**src/rtl/uartrx_fifo_pkg.sv**
```systemverilog
// Shared constants for the UART receive path and its byte buffer.
package uartrx_fifo_pkg;
  localparam int UART_DW      = 8;
  localparam int UART_FIFO_AW = 4;

  // Buffer occupancy flags, grouped so observers can bind to one signal.
  typedef struct packed {
    logic empty;
    logic full;
    logic overrun;
  } fifo_flags_t;
endpackage

```
**src/rtl/uartrx_fifo_ram.sv**
```systemverilog
// Storage for the receive FIFO: synchronous write, asynchronous read.
// The combinational read port lets the head byte appear on the output without a read cycle.
module uartrx_fifo_ram #(
  parameter int AW = 4,
  parameter int DW = 8
) (
  input  logic          clk,
  input  logic          we,
  input  logic [AW-1:0] waddr,
  input  logic [DW-1:0] wdata,
  input  logic [AW-1:0] raddr,
  output logic [DW-1:0] rdata
);
  logic [DW-1:0] r_mem [2**AW];

  always_ff @(posedge clk) begin
    if (we) r_mem[waddr] <= wdata;
  end

  assign rdata = r_mem[raddr];
endmodule

```
**src/rtl/uartrx_fifo.sv**
```systemverilog
// First-word-fall-through byte buffer behind uartrx, with a sticky overrun flag.
// Handshake: in_req is a one-cycle strobe with no back-pressure (a byte arriving while
// full and not popped is dropped and sets overrun); rd pops the byte on dout only when empty==0.
module uartrx_fifo
  import uartrx_fifo_pkg::*;
#(
  parameter int AW = UART_FIFO_AW,
  parameter int DW = UART_DW
) (
  input  logic          clk,
  input  logic          rst,
  input  logic [DW-1:0] in_data,
  input  logic          in_req,
  input  logic          rd,
  output logic [DW-1:0] dout,
  output logic          empty,
  output logic          full,
  output logic [AW:0]   count,
  output logic          overrun,
  input  logic          clr_ovr,
  output fifo_flags_t   o_flags
);
  localparam logic [AW:0] DEPTH = {1'b1, {AW{1'b0}}};

  logic [AW-1:0] r_wr_ptr;
  logic [AW-1:0] r_rd_ptr;
  logic [AW:0]   r_count;
  logic          r_empty;
  logic          r_full;
  logic          r_overrun;

  logic          w_pop;
  logic          w_push;
  logic          w_ovr_set;
  logic [AW:0]   w_count_nxt;

  // A full FIFO still accepts a byte when the consumer frees a slot in the same cycle.
  assign w_pop     = rd & ~r_empty;
  assign w_push    = in_req & (~r_full | w_pop);
  assign w_ovr_set = in_req & r_full & ~w_pop;

  always_comb begin
    w_count_nxt = r_count;
    case ({w_push, w_pop})
      2'b10:   w_count_nxt = r_count + 1'b1;
      2'b01:   w_count_nxt = r_count - 1'b1;
      default: w_count_nxt = r_count;
    endcase
  end

  always_ff @(posedge clk) begin
    if (rst) begin
      r_wr_ptr  <= '0;
      r_rd_ptr  <= '0;
      r_count   <= '0;
      r_empty   <= 1'b1;
      r_full    <= 1'b0;
      r_overrun <= 1'b0;
    end else begin
      if (w_push) r_wr_ptr <= r_wr_ptr + 1'b1;
      if (w_pop)  r_rd_ptr <= r_rd_ptr + 1'b1;
      r_count <= w_count_nxt;
      r_empty <= (w_count_nxt == '0);
      r_full  <= (w_count_nxt == DEPTH);
      // Setting outranks clearing so a drop in the clearing cycle is never lost.
      if (w_ovr_set)    r_overrun <= 1'b1;
      else if (clr_ovr) r_overrun <= 1'b0;
    end
  end

  uartrx_fifo_ram #(.AW(AW), .DW(DW)) u_ram (
    .clk   (clk),
    .we    (w_push & ~rst),
    .waddr (r_wr_ptr),
    .wdata (in_data),
    .raddr (r_rd_ptr),
    .rdata (dout)
  );

  assign empty   = r_empty;
  assign full    = r_full;
  assign count   = r_count;
  assign overrun = r_overrun;
  assign o_flags = '{empty: r_empty, full: r_full, overrun: r_overrun};
endmodule

```
**config.mk**
```make
export PLATFORM = sky130hd
export DESIGN_NAME = uartrx_fifo
export DESIGN_NICKNAME = d
export VERILOG_FILES = /design/src/rtl/uartrx_fifo_pkg.sv /design/src/rtl/uartrx_fifo_ram.sv /design/src/rtl/uartrx_fifo.sv
export SDC_FILE = /design/constraint.sdc
export NUM_CORES = 1
export LEC_CHECK = 0
export ABC_AREA = 1
export BUFFER_PORTS_ARGS = -buffer_cell sky130_fd_sc_hd__buf_2
export CORE_ASPECT_RATIO = 1.2
export CORE_MARGIN = 4
export CORE_UTILIZATION = 55
export CTS_BUF_LIST = sky130_fd_sc_hd__clkbuf_4 sky130_fd_sc_hd__clkbuf_8
export CTS_CLUSTER_DIAMETER = 150
export DETAILED_ROUTE_END_ITERATION = 8
export PLACE_DENSITY_LB_ADDON = 0.3
export SLEW_MARGIN = 20
export SYNTH_ARGS = -nofsm -noshare
export SYNTH_HDL_FRONTEND = slang
export SYNTH_HIERARCHICAL = 1
export SYNTH_SLANG_ARGS = --single-unit
export TNS_END_PERCENT = 5
```
**constraint.sdc**
```tcl
create_clock -name clk -period 2.7 [get_ports clk]
set_clock_uncertainty 0.15 [all_clocks]
set_input_delay 0.81 -clock clk [delete_from_list [all_inputs] [get_ports clk]]
set_output_delay 0.81 -clock clk [all_outputs]
set_load 0.05 [all_outputs]
```
==> summary.txt <==
Status
  • Status: finished with violations
  • Failing checks: negative setup slack

Drt
  • WL final: 14.4 mm
  • DRT iter0 DRCs: 333
  • Routed vias/inst: 5.26
  • 1st-pass router iterations: 6
  • Drt drc: 0
  • Via count: 4754
  • DR WL/cell: 16.0 um
  • Post-DRT Antenna Nets: 0

Setup path
  • Crit. End Element: primary output
  • Critical path class: flip-flop to primary output
  • Worst EP arrival: 1.77 ns
  • Critical Path Source: r_rd_ptr[0]
  • R2R depth: 14
  • R2r endpoint: empty
  • Reg2reg start: empty
  • Startpoint Class: flip-flop
  • Critical-path maximum fanout: 13
  • R2r setup slk: 0.49 ns
  • CP required: 1.74 ns
  • CP Capture Point: dout[5]

Clock network
  • CTS max path bufs: 2
  • Skew-Pair Late Insertion Delay: 0.44 ns
  • CTS Sinks: 144
  • Clock buffer count from CTS: 17
  • Hold_buf cts: 0
  • Clock root buffer: clkbuf_8
  • H-tree levels: 4
  • CTS tree: built
  • Reg clk slew, reported paths: 0.07 ns

Pwr
  • Total power: 5530 uW
  • Comb power frac: 21.6%
  • Power per cell area: 716 nW/um^2
  • Pleak: 0.00339 uW
  • Peak VDD IR: 372 uV
  • Clock share of power: 32.9%
  • Sw Ratio: 29.6%
  • Internal: 3890 uW
  • Reg power frac: 45.5%
  • Net Switching: 1630 uW

Floorplanning
  • Initial core utilization: 56.0%
  • Die area: 13600 sq um
  • Num ports: 32
  • Die extent in x: 107 um
  • Core ar.: 11600 sq um
  • Row cnt: 43
  • Die Y-Extent: 127 um

Synthesis
  • Simple-gate share of the synthesized area: 23.0%
  • Xor and xnor fraction of the mapped netlist area: 0.271%
  • Largest family of logic cells by synthesized area: simple AND/OR/NAND/NOR gates
  • Post-synthesis mux area share: 0%
  • Seq cells post-synth: 144
  • Avg Cell Area, Syn: 9.68 sq um
  • YS warnings: 6
  • Register area share after synthesis: 64.3%
  • Synthesized area: 6470 sq um
  • Post-synth cell types: 26
  • Syn Inst Count: 669
  • Adder-cell share of the synthesized area: 0.966%
  • Syn nets: 687
  • Synth Area in Compound Gates: 1.31%

STA
  • RSZ-0062 raised after global routing: yes
  • Slew Viols, Final: 0
  • Post-route setup TNS: -0.0388 ns
  • Worst-margin pin slew: 0.359 ns
  • Setup slack after layout: -0.0304 ns
  • Final period util: 101%
  • Min cycle time layout: 2.73 ns
  • Worst slew margin: 76.0%
  • Final setup fails: 3
  • Fin. Hold Viols: 0
  • Max frequency: 0.366 GHz

Place
  • Port Buffers: 31
  • Gpl congestion: 0.831
  • Placed cell count: 864
  • HPWL after detailed placement: 8.90 mm
  • DP Area: 6910 sq um

Min path
  • Hold path cells: 2
  • Worst hold-check path type: flip-flop to flip-flop

Global route
  • First-pass GRT wire length: 22.8 mm
  • Gr ovfl total: 0
  • GRT Util Overall: 22.0%
  • Largest net degree at the start of global routing: 28
  • Vias in the first global route: 4620
  • Initial antenna violation count: 0

Finish
  • Post-route cell area: 7720 sq um
  • Layout Utilization: 66.7%
  • ANT cells: 0
  • Final #Nets: 751
  • Non-Filler Instances: 903
  • Synth-to-layout area growth: 19.2%
  • Share of post-route cells with drive strength above 1: 19.3%

Flow run
  • Max_cap viols: 0
## power by group through the flow
stage | Clock, uW | Sequential, uW | Combinational [uW]
2_1_floorplan | 0 | 2620 | 691
3_3_place_gp | 0 | 2560 | 973
3_5_place_dp | 0 | 2560 | 994
4_1_cts | 1830 | 2510 | 1130
5_1_grt | 1930 | 2520 | 1300
6_report | 1820 | 2520 | 1190
## critical path, cell delays in order, from the launching register on
cell,delay [ns]
dfxtp_4,0.40
inv_6,0.11
buf_6,0.16
nand2_1,0.06
nand2_1,0.06
nand2_1,0.05
nand3_1,0.08
nand3_1,0.13
nand2_2,0.12
buf_6,0.16
## logic make-up (layout without fill, tap and decap cells)
family	after synthesis	count (layout)
AND/OR/NAND/NOR	351	351
buffers and inverters	151	228
flip-flops	144	144
AO/OA/AOI/OAI	16	16
adder cells (fa/ha/maj)	5	5
XOR/XNOR	2	2
## cells in the final DEF, fill, tap and decap left out, types with 2 or more instances in the layout
master,Yosys,layout
a21oi_1,7,7
buf_12,0,4
buf_2,13,23
buf_4,7,28
buf_6,6,7
buf_8,0,8
bufinv_16,0,4
clkbuf_16,0,2
clkbuf_8,0,17
clkinv_2,0,4
clkinv_4,0,2
clkinvlp_4,0,4
dfxtp_1,16,13
dfxtp_2,0,2
edfxtp_1,128,128
ha_1,5,5
inv_1,120,119
inv_2,3,2
inv_6,0,2
nand2_1,200,192
nand2_2,2,10
nand3_1,108,89
nand3_2,1,20
nand3b_1,2,2
nand4_1,2,2
nor2_1,31,31
nor2_2,2,2
nor3_1,2,2
o21ai_0,6,6
xor2_1,2,2
## routing by layer
layer | global-route usage (%) | share of wire, % | vias to the layer above
met2 | 37.9 | 51 | 173
met3 | 4.68 | 6.4 | 35
met5 | 0 | 0 | -
met4 | 10.5 | 2.7 | 0
li1 | - | - | 2271
met1 | 26.2 | 40 | 2275
## final cells by class
class,count,area (sq um)
Clock buffer,17,234
Clock inverter,15,193
Fill cell,876,3850
Inverter,123,470
Multi-Input combinational cell,374,1770
Sequential cell,144,4170
Tap cell,157,196
Timing Repair Buffer,73,682
## sequential cells by signal (all words and copies together), names as in the netlist
signal / count
r_rd_ptr: 4
u_ram/r_mem: 128
empty: 1
r_wr_ptr: 4
full: 1
count: 5
overrun: 1
## per-stage QoR
step	worst slack (ns)	hold slack (ns)
6_report	-0.0304	0.348
5_1_grt	-0.110	0.392
4_1_cts	-0.0216	0.354
3_5_place_dp	-0.0141	0.339
3_3_place_gp	0.0663	0.314
2_1_floorplan	0.0149	0.294
## synthesized netlist by cell type
master	n	share of area [%]
nor3_1	2	0.15
ha_1	5	0.97
clkbuf_1	1	0.058
inv_1	120	7.0
buf_4	7	0.81
dfxtp_1	16	4.9
buf_1	1	0.058
edfxtp_1	128	59
nand3b_1	2	0.23
nor2_4	1	0.17
buf_6	6	1.0
inv_2	3	0.17
nand2_1	200	12
o21ai_1	1	0.077
a21oi_1	7	0.54
buf_2	13	1.0
nand2_2	2	0.19
o21bai_1	1	0.12
nand3_2	1	0.15
xor2_1	2	0.27
nand4_1	2	0.19
nor2_1	31	1.8
o21a_1	1	0.12
nand3_1	108	8.3
o21ai_0	6	0.46
nor2_2	2	0.19
## repair_timing
item / in CTS / in global routing
endpoints found under the hold margin: 0 / 0
pin swaps: 8 / 7
buffers inserted: 4 / 0
gates resized for setup: 54 / 17
endpoints found under the setup margin: 8 / 8
gates cloned: 1 / 2
## worst min path at each step
stage | start | endpoint | slack [ns]
floorplan | r_rd_ptr[2] | r_rd_ptr[2] | 0.29
global placement | overrun | overrun | 0.31
detailed placement | overrun | overrun | 0.34
CTS | overrun | overrun | 0.35
global route | overrun | overrun | 0.39
finish | overrun | overrun | 0.35
No activity file was read; power rests on OpenSTA's default activity.
